$ cat src/rtl/clk_div_prog.sv
// rtl/clk_div_prog.sv - runtime-programmable clock divider and tick generator
//
// Purpose:
//   Width-parametrised down-counter that divides clkin by a loadable terminal
//   value N. Two output modes: toggle (50% square wave, period 2*(N+1)) and
//   pulse (clkout mirrors the one-cycle tick, period N+1). New divisor/mode
//   values are captured into a pending slot and only take effect on a period
//   boundary (or immediately while disabled), so clkout never glitches.
//
// Optional feature (macro CLKDIV_SYNC_EN):
//   Adds input sync_in. A rising edge on sync_in restarts the period
//   (cnt reload, clkout = 0, tick = 0), taking priority over a terminal event.
//   This is used to phase-align several dividers.
//
// Ports:
//   clkin      in   system clock, rising edge
//   rst_n      in   asynchronous active-low reset
//   en         in   count enable
//   div_in     in   [CNT_W-1:0] new terminal value N
//   mode_in    in   new mode: 0 toggle, 1 pulse
//   div_load   in   single-cycle request capturing div_in/mode_in
//   sync_in    in   phase-align request (CLKDIV_SYNC_EN only)
//   div_ack    out  one-cycle pulse when the captured values become active
//   load_pend  out  high while a captured load awaits application
//   clkout     out  divided clock (toggle) or tick copy (pulse)
//   tick       out  one-cycle pulse at each terminal count

module clk_div_prog #(
   parameter int          CNT_W      = 15,
   parameter int unsigned DIV_RESET  = 24999,
   parameter logic        MODE_RESET = 1'b0
) (
   input  logic             clkin,
   input  logic             rst_n,
   input  logic             en,
   input  logic [CNT_W-1:0] div_in,
   input  logic             mode_in,
   input  logic             div_load,
`ifdef CLKDIV_SYNC_EN
   input  logic             sync_in,
`endif
   output logic             div_ack,
   output logic             load_pend,
   output logic             clkout,
   output logic             tick
);

   localparam logic [CNT_W-1:0] DIV_INIT = DIV_RESET[CNT_W-1:0];
   localparam logic [CNT_W-1:0] ONE      = {{(CNT_W-1){1'b0}}, 1'b1};

   logic [CNT_W-1:0] cnt;
   logic [CNT_W-1:0] act_div;
   logic             act_mode;
   logic [CNT_W-1:0] pend_div;
   logic             pend_mode;

   logic [CNT_W-1:0] cnt_nxt;
   logic             clkout_nxt;
   logic             tick_nxt;
   logic             take_pend;
   logic             terminal;
   logic             sync_hit;

   assign terminal = (cnt == '0);

`ifdef CLKDIV_SYNC_EN
   // Two-stage copy of sync_in; a rising edge is seen as q1 high, q2 low,
   // and the period restart happens on the edge after that detection.
   logic sync_q1;
   logic sync_q2;

   always_ff @(posedge clkin or negedge rst_n) begin
      if (!rst_n) begin
         sync_q1 <= 1'b0;
         sync_q2 <= 1'b0;
      end else begin
         sync_q1 <= sync_in;
         sync_q2 <= sync_q1;
      end
   end

   assign sync_hit = sync_q1 & ~sync_q2;
`else
   assign sync_hit = 1'b0;
`endif

   // Next-state selection. Priority: sync restart, disabled, terminal, count.
   // take_pend marks the edge on which the pending load becomes active; the
   // pending values used are those held before the edge, so a div_load that
   // arrives on the same edge is kept for the following boundary.
   always_comb begin
      cnt_nxt    = cnt;
      clkout_nxt = clkout;
      tick_nxt   = 1'b0;
      take_pend  = 1'b0;

      if (sync_hit) begin
         take_pend  = load_pend;
         cnt_nxt    = load_pend ? pend_div : act_div;
         clkout_nxt = 1'b0;
      end else if (!en) begin
         // While stopped a pending load is applied straight away; a switch
         // to pulse mode must not leave clkout parked high.
         if (load_pend) begin
            take_pend = 1'b1;
            cnt_nxt   = pend_div;
            if (pend_mode) begin
               clkout_nxt = 1'b0;
            end
         end
      end else if (terminal) begin
         tick_nxt = 1'b1;
         if (load_pend) begin
            take_pend = 1'b1;
            cnt_nxt   = pend_div;
            if (pend_mode) begin
               clkout_nxt = 1'b1;          // pulse rule from this edge
            end else if (act_mode) begin
               clkout_nxt = 1'b0;          // pulse->toggle starts low
            end else begin
               clkout_nxt = ~clkout;
            end
         end else begin
            cnt_nxt    = act_div;
            clkout_nxt = act_mode ? 1'b1 : ~clkout;
         end
      end else begin
         // Reload at zero happens above, so this never wraps.
         cnt_nxt = cnt - ONE;
         if (act_mode) begin
            clkout_nxt = 1'b0;
         end
      end
   end

   always_ff @(posedge clkin or negedge rst_n) begin
      if (!rst_n) begin
         cnt       <= DIV_INIT;
         act_div   <= DIV_INIT;
         act_mode  <= MODE_RESET;
         pend_div  <= '0;
         pend_mode <= 1'b0;
         load_pend <= 1'b0;
         clkout    <= 1'b0;
         tick      <= 1'b0;
         div_ack   <= 1'b0;
      end else begin
         cnt     <= cnt_nxt;
         clkout  <= clkout_nxt;
         tick    <= tick_nxt;
         div_ack <= take_pend;

         if (take_pend) begin
            act_div  <= pend_div;
            act_mode <= pend_mode;
         end

         // Last write wins; a fresh capture keeps load_pend set even when
         // the previous pending values are being applied on this edge.
         if (div_load) begin
            pend_div  <= div_in;
            pend_mode <= mode_in;
            load_pend <= 1'b1;
         end else if (take_pend) begin
            load_pend <= 1'b0;
         end
      end
   end

endmodule
$ cat config.mk
export PLATFORM = sky130hd
export DESIGN_NAME = clk_div_prog
export DESIGN_NICKNAME = d
export VERILOG_FILES = /design/src/rtl/clk_div_prog.sv
export SDC_FILE = /design/constraint.sdc
export NUM_CORES = 1
export LEC_CHECK = 0
export ABC_CLOCK_PERIOD_IN_PS = 3050
export CORE_ASPECT_RATIO = 1.1
export CORE_UTILIZATION = 57
export CTS_CLUSTER_DIAMETER = 120
export DETAILED_ROUTE_END_ITERATION = 8
export PLACE_DENSITY = 0.91
export SKIP_CTS_REPAIR_TIMING = 1
export SYNTH_ARGS = -nofsm -noshare
export SYNTH_HDL_FRONTEND = slang
export SYNTH_SLANG_ARGS = --single-unit
$ cat constraint.sdc
create_clock -name clkin -period 3.05 [get_ports clkin]
set_input_delay 0.305 -clock clkin [delete_from_list [all_inputs] [get_ports clkin]]
set_output_delay 0.305 -clock clkin [all_outputs]
set_load 0.01 [all_outputs]
==> flow_metrics.py <==
metrics = {
    "timing": {
        "max_slew_margin_pct": 29.4,
        "rsz0062_at_grt": "no",
        "finClkSkew_ns": 0.00722,
        "fin_crit_sh_pct": 86.2,
        "clock.fmax_mhz": 381,
        "tightest_slew_ns": 1.06,
        "drv_slew": 0,
        "hold_viol_final": 0,
        "tns_ns": 0,
        "setup_violations": 0,
        "finalCriticalPeriod_ns": 2.63,
    },
    "global_route": {
        "antenna_found_initial": 0,
        "grt_pass1_wl_um": 9110,
        "overflow": 0,
        "grt_max_degree": 52,
        "track_usage_pct": 26.0,
        "grt_pass1_vias": 1936,
    },
    "power": {
        "powerDensity_mw_per_mm2": 620,
        "internal-power_uw": 1310,
        "ir_drop_v": 0.000370,
        "p_sw_share_pct": 28.2,
        "p_total_uw": 1820,
        "switchingPower_uw": 513,
        "combPwrFrac_pct": 19.3,
        "power_frac_clock_pct": 30.4,
        "power_frac_seq_pct": 50.3,
        "p_leak_uw": 0.00124,
    },
    "synth": {
        "async_reset_ff_share_pct": 100,
        "synth_seq_cells": 51,
        "yosysWarnings": 0,
        "yosysSeqAreaShare_pct": 51.2,
        "synthTopCellsByCount": "35 x dfrtp_1, 21 x mux2_2, 17 x nand2_1, 16 x dfstp_2, 15 x o21ai_0",
        "synth_flop_cell": "dfrtp_1",
        "synth_cells": 227,
        "avgSynthCellArea_um2": 11.2,
        "yosysTopAreaCellShare_pct": 34.6,
        "yosys-top-cells-area": "dfrtp_1 35%, dfstp_2 17%, mux2_2 9.3%, o21ai_0 3.0%, nand2_1 2.5%",
        "yosysUniqueCellTypes": 53,
        "synth_fp_nets": 249,
        "synth.largest_area_cell": "dfrtp_1",
        "synth.most_common_cell": "dfrtp_1",
        "synth_edf_count": 0,
        "syn-cell-area_mm2": 0.00253,
    },
    "worst_setup_path": {
        "critical_path_class": "reg -> reg",
        "worstPathMaxFanout": 15,
        "crit_path_end_kind": "flop",
        "crit_arrival_ns": 2.83,
        "required_ns": 3.25,
        "rr_startpoint": "cnt[0]",
        "reg2reg_depth": 6,
        "r2r_end": "act_div[9]",
        "worst_setup_path_start_kind": "flop",
        "r2r_slack_ns": 0.42,
    },
    "clocking": {
        "cts_tree": "built",
        "htree_num_levels": 2,
        "cts_sinks": 51,
        "cts_root_buf": "clkbuf_8",
        "numCtsBuffers": 5,
        "cts_buffer_depth": 2,
        "clkTransAtPathRegs_ns": 0.09,
        "clk-insertion-delay-late_ns": 0.31,
    },
    "drt": {
        "dr_total_vias": 1942,
        "drc": 0,
        "drt-vias-per-instance": 6.43,
        "drt-total-wl_um": 5250,
        "drt_iter0_drc": 147,
        "drtPass1Iterations": 4,
        "wl_per_cell_um": 17.4,
        "ant_nets": 0,
    },
    "floorplan": {
        "rows": 25,
        "die_area_mm2": 0.00471,
        "die_y_um": 71.9,
        "initial_utilization_pct": 59.1,
        "core_area_mm2": 0.00429,
        "io_pins": 24,
        "die_x_um": 65.6,
    },
    "finish": {
        "post-route-util_pct": 68.4,
        "nNetsFinal": 269,
        "fin_area_mm2": 0.00293,
        "drive_gt1_share_pct": 25.0,
        "area_growth_pct": 15.7,
        "antennaDiodeCount": 0,
    },
    "place": {
        "place.detailed.hpwl_um": 3630,
        "placed_area_mm2": 0.00279,
        "place.port_buffers": 23,
        "globalplace.congestion": 0.926,
    },
    "outcome": {
        "status": "finished, final reports clean",
    },
    "min_path": {
        "hp-class": "in -> async",
    },
    "run": {
        "cap_violations": 0,
    },
}
[per-stage QoR]
| step | hold WS [ns] | cells | worst slack, ns |
|---|---|---|---|
| 2_1_floorplan | 0.00941 | 227 | 0.654 |
| 3_3_place_gp | 0.467 | 294 | 0.540 |
| 3_5_place_dp | 0.479 | 294 | 0.492 |
| 4_1_cts | 0.227 | 302 | 0.438 |
| 5_1_grt | 0.292 | 302 | 0.293 |
| 6_report | 0.183 | 302 | 0.422 |
[state kept, by name (all words and copies together) (netlist names)]
register and cells:
pend_div 15, load_pend 1, div_ack 1, cnt 15, act_mode 1, act_div 15
pend_mode 1, tick 1, clkout 1
[final cells by class]
| type | count | area, um2 |
|---|---|---|
| fill | 317 | 1360 |
| sequential | 51 | 1300 |
| multi-input combinational | 149 | 1120 |
| timing repair buffer | 29 | 270 |
| clock buffer | 5 | 68.8 |
| clock inverter | 3 | 67.6 |
| tap | 54 | 67.6 |
| inverter | 11 | 41.3 |
[per-layer routing]
| layer | track usage [%] | routed length (um) | up-vias |
|---|---|---|---|
| met4 | 12.3 | 136 | 0 |
| met1 | 32.9 | 2060 | 960 |
| li1 | - | - | 885 |
| met2 | 42.5 | 2740 | 82 |
| met3 | 5.50 | 312 | 15 |
| met5 | 0 | 0 | - |
[worst max-delay path, cell delays in order (launching register included)]
cell     delay [ns]
dfstp_2        0.39
inv_1          0.13
ha_1           0.17
or4b_1         0.62
o41ai_4        0.55
buf_4          0.30
mux2_2         0.35
[cells by family after synthesis]
| group | after synthesis | share of synthesized area [%] |
|---|---|---|
| DFF | 51 | 51.2 |
| buffers and inverters | 27 | 4.64 |
| xor gates and xnor gates | 3 | 1.04 |
| adders and majority gates | 2 | 0.988 |
| muxes | 26 | 11.5 |
| and+or+nand+nor | 63 | 13.5 |
| AOI/OAI and AO/OA | 55 | 17.1 |
[power by group through the flow]
| stage | clock network [uW] | registers (uW) | logic (uW) |
|---|---|---|---|
| 2_1_floorplan | 0 | 880 | 274 |
| 3_3_place_gp | 0 | 914 | 332 |
| 3_5_place_dp | 0 | 921 | 348 |
| 4_1_cts | 554 | 912 | 350 |
| 5_1_grt | 574 | 932 | 391 |
| 6_report | 552 | 915 | 351 |
[worst max path at each step]
stage                 from          to  slack [ns]
global route        cnt[0]  act_div[9]        0.29
floorplan           cnt[0]    act_mode        0.65
CTS                 cnt[0]  act_div[9]        0.44
finish              cnt[0]  act_div[9]        0.42
global placement    cnt[0]  act_div[9]        0.54
detailed placement  cnt[0]  act_div[9]        0.49
[layout by cell type (no fill, tap or decap), types with 3 or more instances in the layout]
| master | count |
|---|---|
| a22oi_1 | 5 |
| or2_2 | 3 |
| a222oi_1 | 4 |
| nor2_1 | 9 |
| dfrtp_1 | 35 |
| buf_4 | 6 |
| nor3_1 | 6 |
| mux2_1 | 4 |
| clkbuf_8 | 5 |
| clkdlybuf4s50_1 | 22 |
| or4_1 | 3 |
| mux2_2 | 21 |
| dfstp_2 | 16 |
| nor4_1 | 8 |
| xnor2_1 | 3 |
| nand3_1 | 3 |
| inv_1 | 11 |
| a211o_1 | 5 |
| nand2_1 | 17 |
| a21o_1 | 3 |
| o21ai_0 | 15 |
Note: power is estimated with default switching activity, not from simulation.
